<file path="src/rtl/frame_demap.sv">
// Receive-side frame demapper: tracks row/column of a 4x1041 line frame and forwards payload bytes.
// Optional overhead capture port set enabled by defining DEMAP_OH_CAPTURE_EN.
module frame_demap (
   input  logic        i_clk,
   input  logic        i_rst_n,
   input  logic [7:0]  i_line_data,
   input  logic        i_line_valid,
   input  logic        i_line_sof,
   input  logic        i_pyld_fifo_ready,
   output logic [7:0]  o_pyld_data,
   output logic        o_pyld_valid,
   output logic [1:0]  o_row_cnt,
   output logic [10:0] o_col_cnt,
   output logic        o_locked,
   output logic        o_frame_err,
   output logic        o_ovf,
`ifdef DEMAP_OH_CAPTURE_EN
   output logic [7:0]  o_oh_data,
   output logic        o_oh_valid,
   output logic [3:0]  o_oh_col,
`endif
   output logic [7:0]  o_frame_cnt
);

   localparam logic [1:0]  ROW_LAST   = 2'd3;
   localparam logic [10:0] COL_LAST   = 11'd1040;
   localparam logic [10:0] PYLD_FIRST = 11'd16;
   localparam logic [10:0] PYLD_LAST  = 11'd1039;

   typedef enum logic {
      HUNT = 1'b0,
      LOCK = 1'b1
   } state_t;

   state_t      state;
   state_t      state_nxt;
   logic [1:0]  exp_row;
   logic [10:0] exp_col;
   logic [1:0]  row_nxt;
   logic [10:0] col_nxt;
   logic        accept;
   logic        err_nxt;
   logic        frame_done;
   logic        is_pyld;
   logic        pyld_fwd;
   logic        pyld_drop;
`ifdef DEMAP_OH_CAPTURE_EN
   logic        is_oh;
`endif

   // Expected position of the next byte is derived from the last accepted one.
   always_comb begin
      exp_row    = o_row_cnt;
      exp_col    = o_col_cnt + 11'd1;
      state_nxt  = state;
      row_nxt    = o_row_cnt;
      col_nxt    = o_col_cnt;
      accept     = 1'b0;
      err_nxt    = 1'b0;
      frame_done = 1'b0;

      if (o_col_cnt == COL_LAST) begin
         exp_col = 11'd0;
         exp_row = o_row_cnt + 2'd1;
      end

      case (state)
         HUNT: begin
            if (i_line_valid && i_line_sof) begin
               state_nxt = LOCK;
               row_nxt   = 2'd0;
               col_nxt   = 11'd0;
               accept    = 1'b1;
            end
         end
         LOCK: begin
            if (i_line_valid) begin
               if (exp_row == 2'd0 && exp_col == 11'd0) begin
                  row_nxt = 2'd0;
                  col_nxt = 11'd0;
                  if (i_line_sof) begin
                     accept = 1'b1;
                  end else begin
                     state_nxt = HUNT;
                     err_nxt   = 1'b1;
                  end
               end else if (i_line_sof) begin
                  // Early sof realigns the frame on this byte
                  err_nxt = 1'b1;
                  row_nxt = 2'd0;
                  col_nxt = 11'd0;
                  accept  = 1'b1;
               end else begin
                  row_nxt    = exp_row;
                  col_nxt    = exp_col;
                  accept     = 1'b1;
                  frame_done = (exp_row == ROW_LAST) && (exp_col == COL_LAST);
               end
            end
         end
         default: state_nxt = HUNT;
      endcase

      is_pyld   = accept && (col_nxt >= PYLD_FIRST) && (col_nxt <= PYLD_LAST);
      pyld_fwd  = is_pyld && i_pyld_fifo_ready;
      pyld_drop = is_pyld && !i_pyld_fifo_ready;
`ifdef DEMAP_OH_CAPTURE_EN
      is_oh     = accept && (col_nxt < PYLD_FIRST);
`endif
   end

   always_ff @(posedge i_clk) begin
      if (!i_rst_n) begin
         state        <= HUNT;
         o_row_cnt    <= 2'd0;
         o_col_cnt    <= 11'd0;
         o_locked     <= 1'b0;
         o_frame_err  <= 1'b0;
         o_pyld_valid <= 1'b0;
         o_pyld_data  <= 8'd0;
         o_ovf        <= 1'b0;
         o_frame_cnt  <= 8'd0;
`ifdef DEMAP_OH_CAPTURE_EN
         o_oh_valid   <= 1'b0;
         o_oh_data    <= 8'd0;
         o_oh_col     <= 4'd0;
`endif
      end else begin
         state        <= state_nxt;
         o_row_cnt    <= row_nxt;
         o_col_cnt    <= col_nxt;
         o_locked     <= (state_nxt == LOCK);
         o_frame_err  <= err_nxt;
         o_pyld_valid <= pyld_fwd;
         if (pyld_fwd) begin
            o_pyld_data <= i_line_data;
         end
         if (pyld_drop) begin
            o_ovf <= 1'b1;
         end
         if (frame_done) begin
            o_frame_cnt <= o_frame_cnt + 8'd1;
         end
`ifdef DEMAP_OH_CAPTURE_EN
         o_oh_valid <= is_oh;
         if (is_oh) begin
            o_oh_data <= i_line_data;
            o_oh_col  <= col_nxt[3:0];
         end
`endif
      end
   end

endmodule

</file>
<file path="config.mk">
export PLATFORM = sky130hd
export DESIGN_NAME = frame_demap
export DESIGN_NICKNAME = d
export VERILOG_FILES = /design/src/rtl/frame_demap.sv
export SDC_FILE = /design/constraint.sdc
export NUM_CORES = 1
export LEC_CHECK = 0
export ABC_CLOCK_PERIOD_IN_PS = 5600
export BUFFER_PORTS_ARGS = -buffer_cell sky130_fd_sc_hd__buf_2
export CAP_MARGIN = 20
export CORE_MARGIN = 2
export CORE_UTILIZATION = 40
export CTS_CLUSTER_DIAMETER = 120
export DETAILED_ROUTE_END_ITERATION = 10
export PLACE_DENSITY_LB_ADDON = 0.2
export SETUP_SLACK_MARGIN = 0.3
export SLEW_MARGIN = 30
export SYNTH_ARGS = -nofsm -noshare
export SYNTH_HDL_FRONTEND = slang
export SYNTH_SLANG_ARGS = --single-unit
</file>
<file path="constraint.sdc">
create_clock -name i_clk -period 5.6 [get_ports i_clk]
set_clock_uncertainty 0.2 [all_clocks]
set_input_delay 0.28 -clock i_clk [delete_from_list [all_inputs] [get_ports i_clk]]
set_output_delay 0.28 -clock i_clk [all_outputs]
set_load 0.01 [all_outputs]
</file>
==> results.toml <==
[final_layout]
diodes = 0
final_common_cell = "buf_2"
nNetsFinal = 286
mostFrequentLayoutCells = "buf_2 (45), nand2_1 (39), dfxtp_1 (33)"
area_growth_pct = 11.23
drive_above_1_share_pct = 24.44

[setup_path]
cp.buffers_inverters = 0
cp_max_fo = 9
start_kind = "flop"
worstPathRequired_ps = 5620
ff2ff_setup_slack_ps = 2320
critPathTopFamily = "simple AND/OR/NAND/NOR gates"
r2r-end = "o_pyld_data[6]$_SDFFE_PN0P_"
worst-r2r-cell-count = 12
worstSetupPathType = "flop to flop"
end_kind = "flop"
crit_slowest_cell = "dfxtp_1"
crit_arrival_ps = 3310
crit_path_start = "o_col_cnt[0]$_SDFF_PN0_"
cp_cell_sequence = "ha_1 -> nand3_1 -> xnor2_1 -> nor3_1 -> nand2_1 -> a21oi_1 -> ha_1 -> a21oi_1 -> nand2_1 -> and2b_2 -> mux2i_4 -> mux2i_1"
slowest_delay_ps = 500
reg2reg_from = "o_col_cnt[0]$_SDFF_PN0_"

[clock_tree]
clk_latency_ps = 300
cts_tree = "done"
cts.sinks = 33
root_buffer = "clkbuf_8"
htree_levels = 2
postCtsSetupBuffers = 0
cts_buffers = 5
hold_buffers = 0
clk_pin_slew_worst_paths_ps = 80
clock_path_buffers = 2
cts_resized = 0

[placement]
dp_hpwl_um = 3165
io_buffers = 45
gp_congestion = 0.8744

[timing]
drv_slew = 0
worst_slew_pin_slew_ps = 558.7
period_minus_slack_ps = 3285
min_period_over_period_pct = 58.65
setup-tns-final_ps = 0
slew_headroom_pct = 62.71
hold_viol = 0
hold_slack_ps = 18.79
timing.fmax_mhz = 304.5
rsz0062_at_grt = "false"
setup_violations = 0

[power]
leakage_nw = 1.048
power_density_mw_per_mm2 = 200.3
vdd_drop_max_mv = 0.1208

[hold_path]
min-delay-start = "i_line_data[7]"
min_to = "o_pyld_data[7]$_SDFFE_PN0P_"
whs_path_depth = 3
hp-class = "input pin to flop"

[logic_synthesis]
synth_compound_area_share_pct = 14.02
yosysSeqAreaShare_pct = 32.75
synthMuxAreaShare_pct = 8.065
synthAdderAreaFrac_pct = 2.481
synthesis.area_mm2 = 0.002017
synth-simple-area-share_pct = 28.60
ys_ff_latch = 33
synth_ff_type = "dfxtp_1"
yosys_warnings = 0
synth_cell_type_count = 51
synth_top_family_by_area = "simple AND/OR/NAND/NOR gates"
synth-edff-count = 0
syn_avg_cell_area_um2 = 8.619
syn-num-nets = 251
synth-xor-area-share_pct = 4.342
syn_inst = 234
synthArstFlopShare_pct = 0

[job]
cap_violations = 0

[routing]
antenna_left = 0
viasPerCell = 5.178
drt-initial-drc-count = 98
post_drt_wl_per_cell_um = 13.41
routed_wl_um = 4519
firstDrtPassIters = 4
drc = 0
num_vias = 1745

[floorplan]
io_pins = 46
coreArea_mm2 = 0.004786
row_count = 25
die_area_mm2 = 0.005627
initial_core_util_pct = 42.14
die_h_um = 75.01
die_x_um = 75.01

[status]
outcome = "completed"

[grt]
grt_first_pass_wirelength_um = 7452
antenna_found_initial = 0
first_global_vias = 1558
gr-total-overflow = 0
track_usage_pct = 17.42
grt_max_degree = 33
[synth_stat cells (2+ instances only)]
cell type / instances / share of area [%]
nand2_1: 39 / 7.3
inv_1: 6 / 1.1
o21ai_0: 5 / 1.2
dfxtp_1: 33 / 33
nor3_1: 5 / 1.2
nand3b_1: 4 / 1.5
ha_1: 4 / 2.5
buf_2: 3 / 0.74
a21oi_1: 14 / 3.5
xor2_1: 5 / 2.2
buf_6: 8 / 4.5
xnor2_1: 5 / 2.2
a22oi_1: 4 / 1.5
nand4_1: 8 / 2.5
and2_1: 3 / 0.93
nor2_1: 21 / 3.9
nand2b_1: 4 / 1.2
clkbuf_8: 4 / 2.7
nand3_1: 8 / 2.0
and3_1: 4 / 1.2
and4_1: 3 / 1.3
mux2i_1: 14 / 6.9
a311oi_1: 2 / 0.87
[cells by family after synthesis]
family / count (synthesis)
mux: 15
simple gates: 110
buf+inv: 23
xor+xnor: 10
flops: 33
fa+ha+maj: 4
compound gates: 39
[routing by layer]
| metal | routed length, um | global-route usage (%) | part of all wire, % |
|---|---|---|---|
| met1 | 2172 | 24.32 | 48 |
| met2 | 1949 | 25.24 | 43 |
| met4 | 75 | 7.341 | 1.7 |
| met3 | 322 | 4.819 | 7.1 |
| met5 | 0 | 0 | 0 |
[layout make-up]
class	count	area, um2
multi-input cells	178	1160
repair buffers	45	225.2
fillers	509	2542
clock buffers	5	68.82
inverters	6	22.52
clock inverters	3	22.52
flip-flops and latches	33	660.6
well taps	67	83.83
[worst max-delay path by stage]
stage | end | slack, ps | cells past startpoint
2_1_floorplan | o_pyld_data[0]$_SDFFE_PN0P_ | 2770 | 14
3_3_place_gp | o_pyld_data[1]$_SDFFE_PN0P_ | 2460 | 12
3_5_place_dp | o_pyld_data[0]$_SDFFE_PN0P_ | 2410 | 12
4_1_cts | o_pyld_data[6]$_SDFFE_PN0P_ | 2330 | 12
5_1_grt | o_pyld_data[6]$_SDFFE_PN0P_ | 2070 | 12
6_report | o_pyld_data[6]$_SDFFE_PN0P_ | 2320 | 12
[metrics by stage]
step	worst slack, ps	area (um2)	utilization (%)	std cells	total power, mW
6_report	2315	2243	46.88	337	0.4492
4_1_cts	2333	2243	46.88	337	0.4568
3_5_place_dp	2408	2152	44.97	329	0.2691
3_3_place_gp	2456	2152	44.97	329	0.2691
2_1_floorplan	2770	2017	-	234	0.2623
5_1_grt	2068	2243	46.88	337	0.4699
[flip-flops by register name, indices dropped and copies added (netlist names)]
register / cells
o_frame_cnt: 8
o_pyld_data: 8
o_col_cnt: 11
o_row_cnt: 2
state: 1
o_frame_err: 1
o_pyld_valid: 1
o_ovf: 1
[worst reg2reg max path: stages, from the launching register on]
cell and delay [ps]:
dfxtp_1 500, ha_1 440, nand3_1 230, xnor2_1 210, nor3_1 160, nand2_1 70
a21oi_1 180, ha_1 190, a21oi_1 80, nand2_1 130, and2b_2 240, mux2i_4 340
mux2i_1 230
[where the power goes]
part	switching (mW)	leakage, nW	internal, mW
Clock	0.0986	0.0364	0.0871
Sequential	0.00211	0.266	0.235
Combinational	0.0170	0.746	0.00910
No activity file was read; power rests on OpenSTA's default activity.
